`src/rtl/xfeed_ctrl.sv`:
```
// Streams one image of WORDS_PER_IMG words from the input memory to the
// systolic accelerator over a valid/ready link, with abort and bad-index error.
module xfeed_ctrl #(
  parameter int unsigned WORDS_PER_IMG = 196,
  parameter int unsigned NUM_IMG       = 5
) (
  input  logic        clk,
  input  logic        rst,
  input  logic        start,
  input  logic [7:0]  img_idx,
  input  logic        abort,
  output logic [31:0] ctr1,
  input  logic [31:0] xdata,
  output logic [31:0] out_data,
  output logic        out_valid,
  input  logic        out_ready,
  output logic        out_last,
  output logic        busy,
  output logic        done,
  output logic        err
);

  typedef enum logic [1:0] {IDLE, LOAD, STREAM, DONE} state_t;

  localparam logic [31:0] WPI  = 32'(WORDS_PER_IMG);
  localparam logic [31:0] NIMG = 32'(NUM_IMG);

  state_t      state, state_nx;
  logic [31:0] base, base_nx;
  logic [31:0] word_cnt, cnt_nx;
  logic [31:0] data_nx;
  logic        valid_nx;
  logic        err_nx;
  logic [31:0] idx_w;

  assign idx_w = {24'd0, img_idx};

  always_ff @(posedge clk) begin
    if (rst) begin
      state     <= IDLE;
      base      <= '0;
      word_cnt  <= '0;
      out_data  <= '0;
      out_valid <= 1'b0;
      err       <= 1'b0;
    end else begin
      state     <= state_nx;
      base      <= base_nx;
      word_cnt  <= cnt_nx;
      out_data  <= data_nx;
      out_valid <= valid_nx;
      err       <= err_nx;
    end
  end

  always_comb begin
    state_nx = state;
    base_nx  = base;
    cnt_nx   = word_cnt;
    data_nx  = out_data;
    valid_nx = out_valid;
    err_nx   = 1'b0;
    case (state)
      IDLE: begin
        if (start) begin
          if (idx_w < NIMG) begin
            base_nx  = idx_w * WPI;
            cnt_nx   = '0;
            state_nx = LOAD;
          end else begin
            err_nx = 1'b1;
          end
        end
      end
      LOAD: begin
        if (abort) begin
          valid_nx = 1'b0;
          state_nx = IDLE;
        end else begin
          data_nx  = xdata;
          valid_nx = 1'b1;
          cnt_nx   = 32'd1;
          state_nx = STREAM;
        end
      end
      STREAM: begin
        // abort wins over a handshake presented in the same cycle
        if (abort) begin
          valid_nx = 1'b0;
          state_nx = IDLE;
        end else if (out_valid && out_ready) begin
          if (word_cnt < WPI) begin
            data_nx = xdata;
            cnt_nx  = word_cnt + 32'd1;
          end else begin
            valid_nx = 1'b0;
            state_nx = DONE;
          end
        end
      end
      DONE: begin
        state_nx = IDLE;
      end
      default: begin
        state_nx = IDLE;
      end
    endcase
  end

  assign ctr1     = base + word_cnt;
  assign busy     = (state == LOAD) || (state == STREAM);
  assign done     = (state == DONE);
  assign out_last = out_valid && (word_cnt == WPI);

endmodule
```
`config.mk`:
```
export PLATFORM = sky130hd
export DESIGN_NAME = xfeed_ctrl
export DESIGN_NICKNAME = d
export VERILOG_FILES = /design/src/rtl/xfeed_ctrl.sv
export SDC_FILE = /design/constraint.sdc
export NUM_CORES = 1
export LEC_CHECK = 0
export ABC_AREA = 1
export CAP_MARGIN = 20
export CORE_MARGIN = 1.5
export CORE_UTILIZATION = 27
export CTS_BUF_LIST = sky130_fd_sc_hd__clkbuf_16
export CTS_CLUSTER_DIAMETER = 50
export DETAILED_ROUTE_END_ITERATION = 8
export DONT_BUFFER_PORTS = 1
export PLACE_DENSITY = 0.42
export SLEW_MARGIN = 20
export SYNTH_ARGS = -nofsm -noshare
export SYNTH_HDL_FRONTEND = slang
export SYNTH_SLANG_ARGS = --single-unit
export TNS_END_PERCENT = 1
```
`constraint.sdc`:
```
create_clock -name clk -period 2.6 [get_ports clk]
set_input_delay 0.52 -clock clk [delete_from_list [all_inputs] [get_ports clk]]
set_output_delay 0.52 -clock clk [all_outputs]
set_load 0.005 [all_outputs]
```
After elaboration in Yosys (flattened, before gate mapping)
Cells that the tools add are included.
- input bits: 45
- bits in registers: 98
- logic and storage cells: 62
- output and inout bits: 69
- equality and inequality tests: 12
- magnitude comparators: 2
- reductions and logical operators: 12
- bitwise gates (word level): 2
- multiplexer cells: 25
- multipliers: 1
- add/sub/neg operators: 2
- operators with widths (kind ; number):
    $mux W32 ; 10
    $pmux W32 S3 ; 1
    $pmux W32 S2 ; 1
    $add A32 B1 Y32 const B ; 1
    $add A32 B32 Y32 ; 1
    $eq A32 B8 Y1 const B ; 1
    $lt A32 B8 Y1 const B ; 1
    $mul A8 B6 Y14 const B ; 1
    $mux W2 ; 6
    $ne A2 B2 Y1 const B ; 6
    $lt A8 B3 Y1 const B ; 1
    $pmux W2 S4 ; 1
    $reduce_and A7 Y1 ; 1
    $ne A3 B3 Y1 const B ; 2
    $reduce_and A3 Y1 ; 2
    $mux W1 ; 5
    $reduce_and A5 Y1 ; 1
    $eq A2 B2 Y1 const B ; 2
    $reduce_and A4 Y1 ; 1
    $reduce_bool A3 Y1 ; 1
    $reduce_or A3 Y1 ; 1
    $eq A2 B1 Y1 const B ; 1
    $logic_and A1 B1 Y1 ; 2
    $logic_not A2 Y1 ; 1
    4 further kinds ; 5

Longest topological paths before layout
Gate-level depths: netlist (run 1).
- depth after elaboration: 5
- depth in mapped cells: 13
- gate-level depth less buffers: 13

Worst setup path before layout (run 1)
Ideal clock, no wire load.
- kind: input port to flip-flop
- from: input img_idx[1]
- to: register base[14]
- arrival: 2.621 ns
- setup slack: -0.085 ns
- cell stages on the path: 12
- setup time: 0.064 ns
- cell sequence: ha_1 fa_1 ha_1 ha_1 inv_1 fa_1 inv_1 nand4_1 nand3_1 xor2_1 nor2_1 nor2_1
- word-level cells in the longest chain between the ends: 2
- elaborated cells between the ends (all ways): 3
- classes of those cells: 1 x mul; 1 x order compare; 1 x reduce/logical
- RTL lines (element ; RTL line ; text):
    start: declaration ; 10 ; input logic [7:0] img_idx,
    parallel branches: the longest is 2 deep, another holds $mul A8 B6 Y14 ; n/a ;
    end signal: assignment ; 48 ; base <= base_nx;
    end: declaration ; 29 ; logic [31:0] base, base_nx;
Several ways; the timed one is not identified.
A chain may end at the register's enable or synchronous reset.

Worst setup path after layout (run 1)
- from: register base[2]
- to: output ctr1[22]
- word-level cells in the longest chain between the ends: 1
- RTL lines (element ; RTL line ; text):
    $add A32 B32 Y32 ; 110 ; assign ctr1 = base + word_cnt;
    end: declaration ; 12 ; output logic [31:0] ctr1,
Every way passes these cells.

==> results.yml, run 1 <==
floorplanning:
  dieArea_um2: 19800
  start_util_pct: 27.5
  placementRows: 50
  die_y_um: 141
  dieWidth_um: 141
  io_pins: 114
  core_area_um2: 18600
power:
  swShare_pct: 40.0
  vdd_drop_max_v: 0.000461
  power_density_nw_per_um2: 794
  p_int_w: 0.00288
  power.leakage_nw: 2.72
  p_clk_share_pct: 26.5
  power.share.sequential_pct: 34.5
  switchingPower_w: 0.00193
  combPwrFrac_pct: 38.9
critical_path:
  crit_path_end_kind: "primary output"
  cp.arrival_ns: 2.08
  crit_required_ns: 2.08
  rr_worst_depth: 8
  startpoint_type: "flip-flop"
  crit_fanout: 4
  worst-setup-path-type: "reg -> out"
timing:
  drv_slew: 0
  finalHoldViolations: 0
  timing.final.crit_share_pct: 99.8
  final.setup.tns_ns: 0
  relSlewSlack_pct: 55.9
  finalSetupViolCount: 0
  hold_ws_ns: 0.250
  worst_pin_slew_ns: 0.655
  rsz0062_at_grt: "yes"
  fin_skew_ns: 0.00829
  fin_crit_ns: 2.60
  fmax_mhz: 385
yosys:
  synthFlopType: "dfxtp_1"
  synth-seq-cells: 82
  synth_top_area_cell: "dfxtp_1"
  async_flop_share_pct: 0
  synth.distinct_cells: 37
  yosysTopAreaCellShare_pct: 32.1
  syn_avg_cell_area_um2: 7.07
  synthCells: 724
  ys_seq_area_share_pct: 32.1
  yosys-top-cells-count: "nand2_1 (142), nor2_1 (135), dfxtp_1 (82)"
  synth_edf_count: 0
  synthTopCellsByArea: "dfxtp_1 (32%), ha_1 (14%), nand2_1 (10%), nor2_1 (9.9%), o21ai_0 (5.3%)"
  synthMostInstantiatedCell: "nand2_1"
  yosys_warnings: 0
  syn_nets: 829
  synth_area_um2: 5120
clock_tree:
  cts_tree: "done"
  cts_root_buf: "clkbuf_16"
  clk-insertion-delay-late_ns: 0.34
  clk_pin_slew_ns: 0.06
  cts_hold_buf: 0
  cts_buffer_depth: 2
  cts-buffers-inserted: 9
  clkSinkCount: 82
  cts_max_level: 3
global_route:
  grt_pass1_vias: 4425
  grt_use_total_pct: 14.3
  antenna_found_initial: 0
  grt_max_degree: 40
  grt_pass1_wl_um: 22400
  grt.overflow.total: 0
route:
  drtPass1Iterations: 6
  remaining_drc_errors: 0
  via_per_inst: 4.69
  ant_nets: 0
  drt-initial-drc-count: 211
  vias: 4572
  routed_wl_um: 14300
  wl_per_cell_um: 14.6
place:
  place_congestion: 0.830
  io_buffers: 0
  dp_cells: 958
  hpwl_um: 11000
layout:
  syn2layout_area_growth_pct: 18.3
  drive_above_1_share_pct: 14.3
  finalNetCount: 841
  post-route-util_pct: 32.5
  layout.cells.non_filler: 975
  diodes: 0
flow_run:
  maxCapViolCount: 0
min_path:
  hp-class: "in -> reg"
  holdPathStages: 1
outcome:
  status: "finished clean"
-- what timing repair did --
action,CTS,global route
gates cloned,0,0
pin swaps,8,12
gates resized for setup,23,46
buffers inserted,0,1
setup endpoints to repair,18,23
-- sequential cells by signal, summed over array words and instances, names as in the netlist --
register   flops
out_data      32
word_cnt      32
base          14
state          2
err            1
out_valid      1
-- worst paths after layout --
kind	from	end	slack, ns
worst max register to register	state[0]	out_data[26]	0.49
worst min-delay path	rst	out_valid	0.25
worst min register to register	word_cnt[11]	word_cnt[11]	0.46
worst max-delay path	base[2]	ctr1[22]	0.005
-- final cells by class --
class,count,area (um^2)
Clock inverter,7,67.6
Clock buffer,9,225
Inverter,70,267
Tap cell,234,293
Timing Repair Buffer,24,200
Multi-Input combinational cell,549,3360
Sequential cell,82,1650
Fill cell,2000,12600
-- kinds of logic (layout without fill, tap and decap cells) --
family,count (synthesis),after routing,share of synthesized area [%]
fa+ha+maj,60,60,15.2
xor+xnor,27,27,4.62
buf+inv,93,110,8.11
flops,82,82,32.1
compound gates,113,113,11.9
simple gates,349,349,28.1
-- stage by stage --
stage	power (W)	setup WS [ns]	cell area [um^2]
after floorplan	0.00315	0.00230	5140
after CTS	0.00491	-0.0714	5840
after global placement	0.00353	-0.0885	5470
final	0.00481	0.00475	6060
after detailed placement	0.00358	-0.124	5470
after global routing	0.00521	-0.0918	6060
-- power groups by stage --
stage          clock [W]  combinational (W)  sequential, W
5_1_grt          0.00138            0.00215        0.00168
6_report         0.00128            0.00187        0.00166
3_5_place_dp           0            0.00190        0.00168
2_1_floorplan          0            0.00152        0.00163
4_1_cts          0.00133            0.00191        0.00167
3_3_place_gp           0            0.00185        0.00168
-- critical path, cell delays in order (launching register included) --
cell,delay [ns]
dfxtp_2,0.36
ha_4,0.14
inv_2,0.03
fa_2,0.34
o21ai_2,0.17
buf_6,0.15
nand2_4,0.05
nand2_4,0.08
nand2_4,0.07
nand2_4,0.10
nand2_2,0.07
xor2_2,0.16
-- cell usage in the layout (no fill, tap or decap), types with 2 or more instances in the layout --
cell / synthesis / final
a21o_1: 5 / 5
a21oi_1: 43 / 33
a21oi_2: 1 / 10
a31oi_1: 2 / 2
buf_4: 3 / 21
buf_6: 6 / 2
clkbuf_16: 0 / 9
clkinv_1: 0 / 2
clkinv_2: 1 / 2
dfxtp_1: 82 / 79
dfxtp_2: 0 / 2
fa_1: 4 / 2
fa_2: 0 / 2
ha_1: 56 / 49
ha_2: 0 / 2
ha_4: 0 / 5
inv_1: 67 / 64
inv_2: 1 / 4
nand2_1: 142 / 125
nand2_2: 4 / 12
nand2_4: 1 / 9
nand3_1: 30 / 30
nand4_1: 11 / 11
nor2_1: 135 / 134
nor2_2: 2 / 3
nor3_1: 19 / 18
nor4_1: 3 / 3
o21ai_0: 54 / 50
o21ai_1: 2 / 4
o21ai_2: 0 / 2
xnor2_1: 5 / 4
xor2_1: 22 / 14
xor2_2: 0 / 8
-- per-layer routing --
| layer | global-route usage (%) | part of all wire [%] | wire length, um |
|---|---|---|---|
| met1 | 16.9 | 44 | 6210 |
| met3 | 3.97 | 6.6 | 940 |
| met2 | 24.6 | 48 | 6850 |
| met4 | 5.48 | 1.9 | 274 |
| met5 | 0 | 0 | 0 |
(Power assumes the default switching activity.)
==> run 2, diff against run 1 <==
--- a/config.mk
+++ b/config.mk
@@ -9,10 +9,10 @@
 export CAP_MARGIN = 20
 export CORE_MARGIN = 1.5
 export CORE_UTILIZATION = 27
-export CTS_BUF_LIST = sky130_fd_sc_hd__clkbuf_16
 export CTS_CLUSTER_DIAMETER = 50
 export DETAILED_ROUTE_END_ITERATION = 8
 export DONT_BUFFER_PORTS = 1
+export GPL_ROUTABILITY_DRIVEN = 0
 export PLACE_DENSITY = 0.42
 export SLEW_MARGIN = 20
 export SYNTH_ARGS = -nofsm -noshare
==> run 2 against run 1 <==
Cell area grew 0.33%. Flip-flop and latch count is the same. Sequential power is essentially flat. Via count grew 0.11%. Critical path type unchanged. Largest power group unchanged.
==> results.yml, run 2 (synthesis results as in run 1) <==
timing:
  worst_pin_slew_ns: 0.660
  finalSetupViolCount: 0
  postLayoutSetupSlackWorst_ns: 0.00566
  drv_slew: 0
  rsz0062_at_grt: "yes"
  finalHoldViolations: 0
  relSlewSlack_pct: 55.6
  fmax_mhz: 385
  fin_skew_ns: 0.00943
  fin_crit_ns: 2.59
  timing.final.crit_share_pct: 99.8
  final.setup.tns_ns: 0
layout:
  drive_above_1_share_pct: 14.6
  reg_top3: "out_data x32, word_cnt x32, base x14"
  mostFrequentLayoutCells: "nor2_1 (134), nand2_1 (125), dfxtp_1 (79), inv_1 (64), o21ai_0 (50)"
  syn2layout_area_growth_pct: 18.7
  layout.cells.non_filler: 975
  final_common_cell: "nor2_1"
  n_fill_cell: 1995
  post-route-util_pct: 32.6
  finalNetCount: 841
  diodes: 0
  regArea_um2: 1650
  multi_input_area_um2: 3360
floorplanning:
  dieArea_um2: 19800
  die_y_um: 141
  placementRows: 50
  dieWidth_um: 141
  start_util_pct: 27.5
  core_area_um2: 18600
  io_pins: 114
global_route:
  grt_use_total_pct: 14.3
  antenna_found_initial: 0
  grt.overflow.total: 0
  grt_max_degree: 40
  grt_pass1_vias: 4418
  grt_pass1_wl_um: 22400
flow_run:
  maxCapViolCount: 0
outcome:
  status: "finished clean"
clock_tree:
  clkSinkCount: 82
  clk-insertion-delay-late_ns: 0.34
  cts_root_buf: "clkbuf_16"
  cts_tree: "done"
  cts_buffer_depth: 2
  cts-buffers-inserted: 9
  clk_pin_slew_ns: 0.06
  cts_max_level: 3
critical_path:
  crit_path_end_kind: "primary output"
  worst-setup-path-type: "reg -> out"
  crit_fanout: 4
  crit_required_ns: 2.08
  startpoint_type: "flip-flop"
  cp.arrival_ns: 2.07
place:
  dp_cells: 958
  io_buffers: 0
  dp_slack_ns: -0.124
  hpwl_um: 11000
power:
  power_density_nw_per_um2: 802
  power.leakage_nw: 2.74
  vdd_drop_max_v: 0.000461
  fin_total_pwr_w: 0.00488
route:
  via_per_inst: 4.69
  vias: 4577
  drtPass1Iterations: 6
  remaining_drc_errors: 0
  routed_wl_um: 14300
  drt-initial-drc-count: 227
  wl_per_cell_um: 14.7
  ant_nets: 0
min_path:
  hp-class: "in -> reg"
==> run 2: worst paths after layout <==
path	from	cells past startpoint	end	slack (ns)
hold reg to reg	word_cnt[9]	2	word_cnt[9]	0.46
hold / removal	rst	1	out_valid	0.25
setup / recovery	base[2]	11	ctr1[22]	0.006
setup reg to reg	state[1]	8	out_data[26]	0.50
==> run 2: layout make-up <==
class	count	area share, %
Clock buffer	11	4.16
Clock inverter	5	0.988
Inverter	70	4.38
Multi-Input combinational cell	549	55.3
Sequential cell	82	27.1
Tap cell	234	4.81
Timing Repair Buffer	24	3.29
==> run 2: stage by stage <==
step	hold slack (ns)	instance area [um^2]
3_5_place_dp	0.455	5470
5_1_grt	0.233	6080
6_report	0.250	6080
3_3_place_gp	0.453	5470
2_1_floorplan	0.433	5140
4_1_cts	0.228	5860
==> run 2: metal layers <==
| metal | track usage, % | part of all wire [%] | vias up |
|---|---|---|---|
| met5 | 0 | 0 | - |
| met1 | 16.8 | 44 | 2086 |
| li1 | - | - | 2365 |
| met2 | 24.6 | 48 | 109 |
| met4 | 5.43 | 2.0 | 0 |
| met3 | 4.11 | 6.5 | 17 |
==> run 2: timing repair <==
action	4_1_cts	5_1_grt
hold buffers	0	0
resized for setup	23	46
cloned	0	0
setup buffers	0	1
endpoints found under the setup margin	18	23
pin swaps	8	12
==> run 2: worst max-delay path, cell delays in order (launching register included) <==
cell     delay [ns]
dfxtp_2        0.36
ha_4           0.14
inv_2          0.03
fa_2           0.34
o21ai_2        0.17
buf_6          0.15
nand2_4        0.05
nand2_4        0.08
nand2_4        0.07
nand2_4        0.10
nand2_2        0.07
xor2_2         0.16
==> run 2: where the power goes <==
part	switching (W)	internal [W]	total, W
combinational	0.00122	0.000659	0.00188
clock	0.000539	0.000800	0.00134
sequential	0.000176	0.00148	0.00166
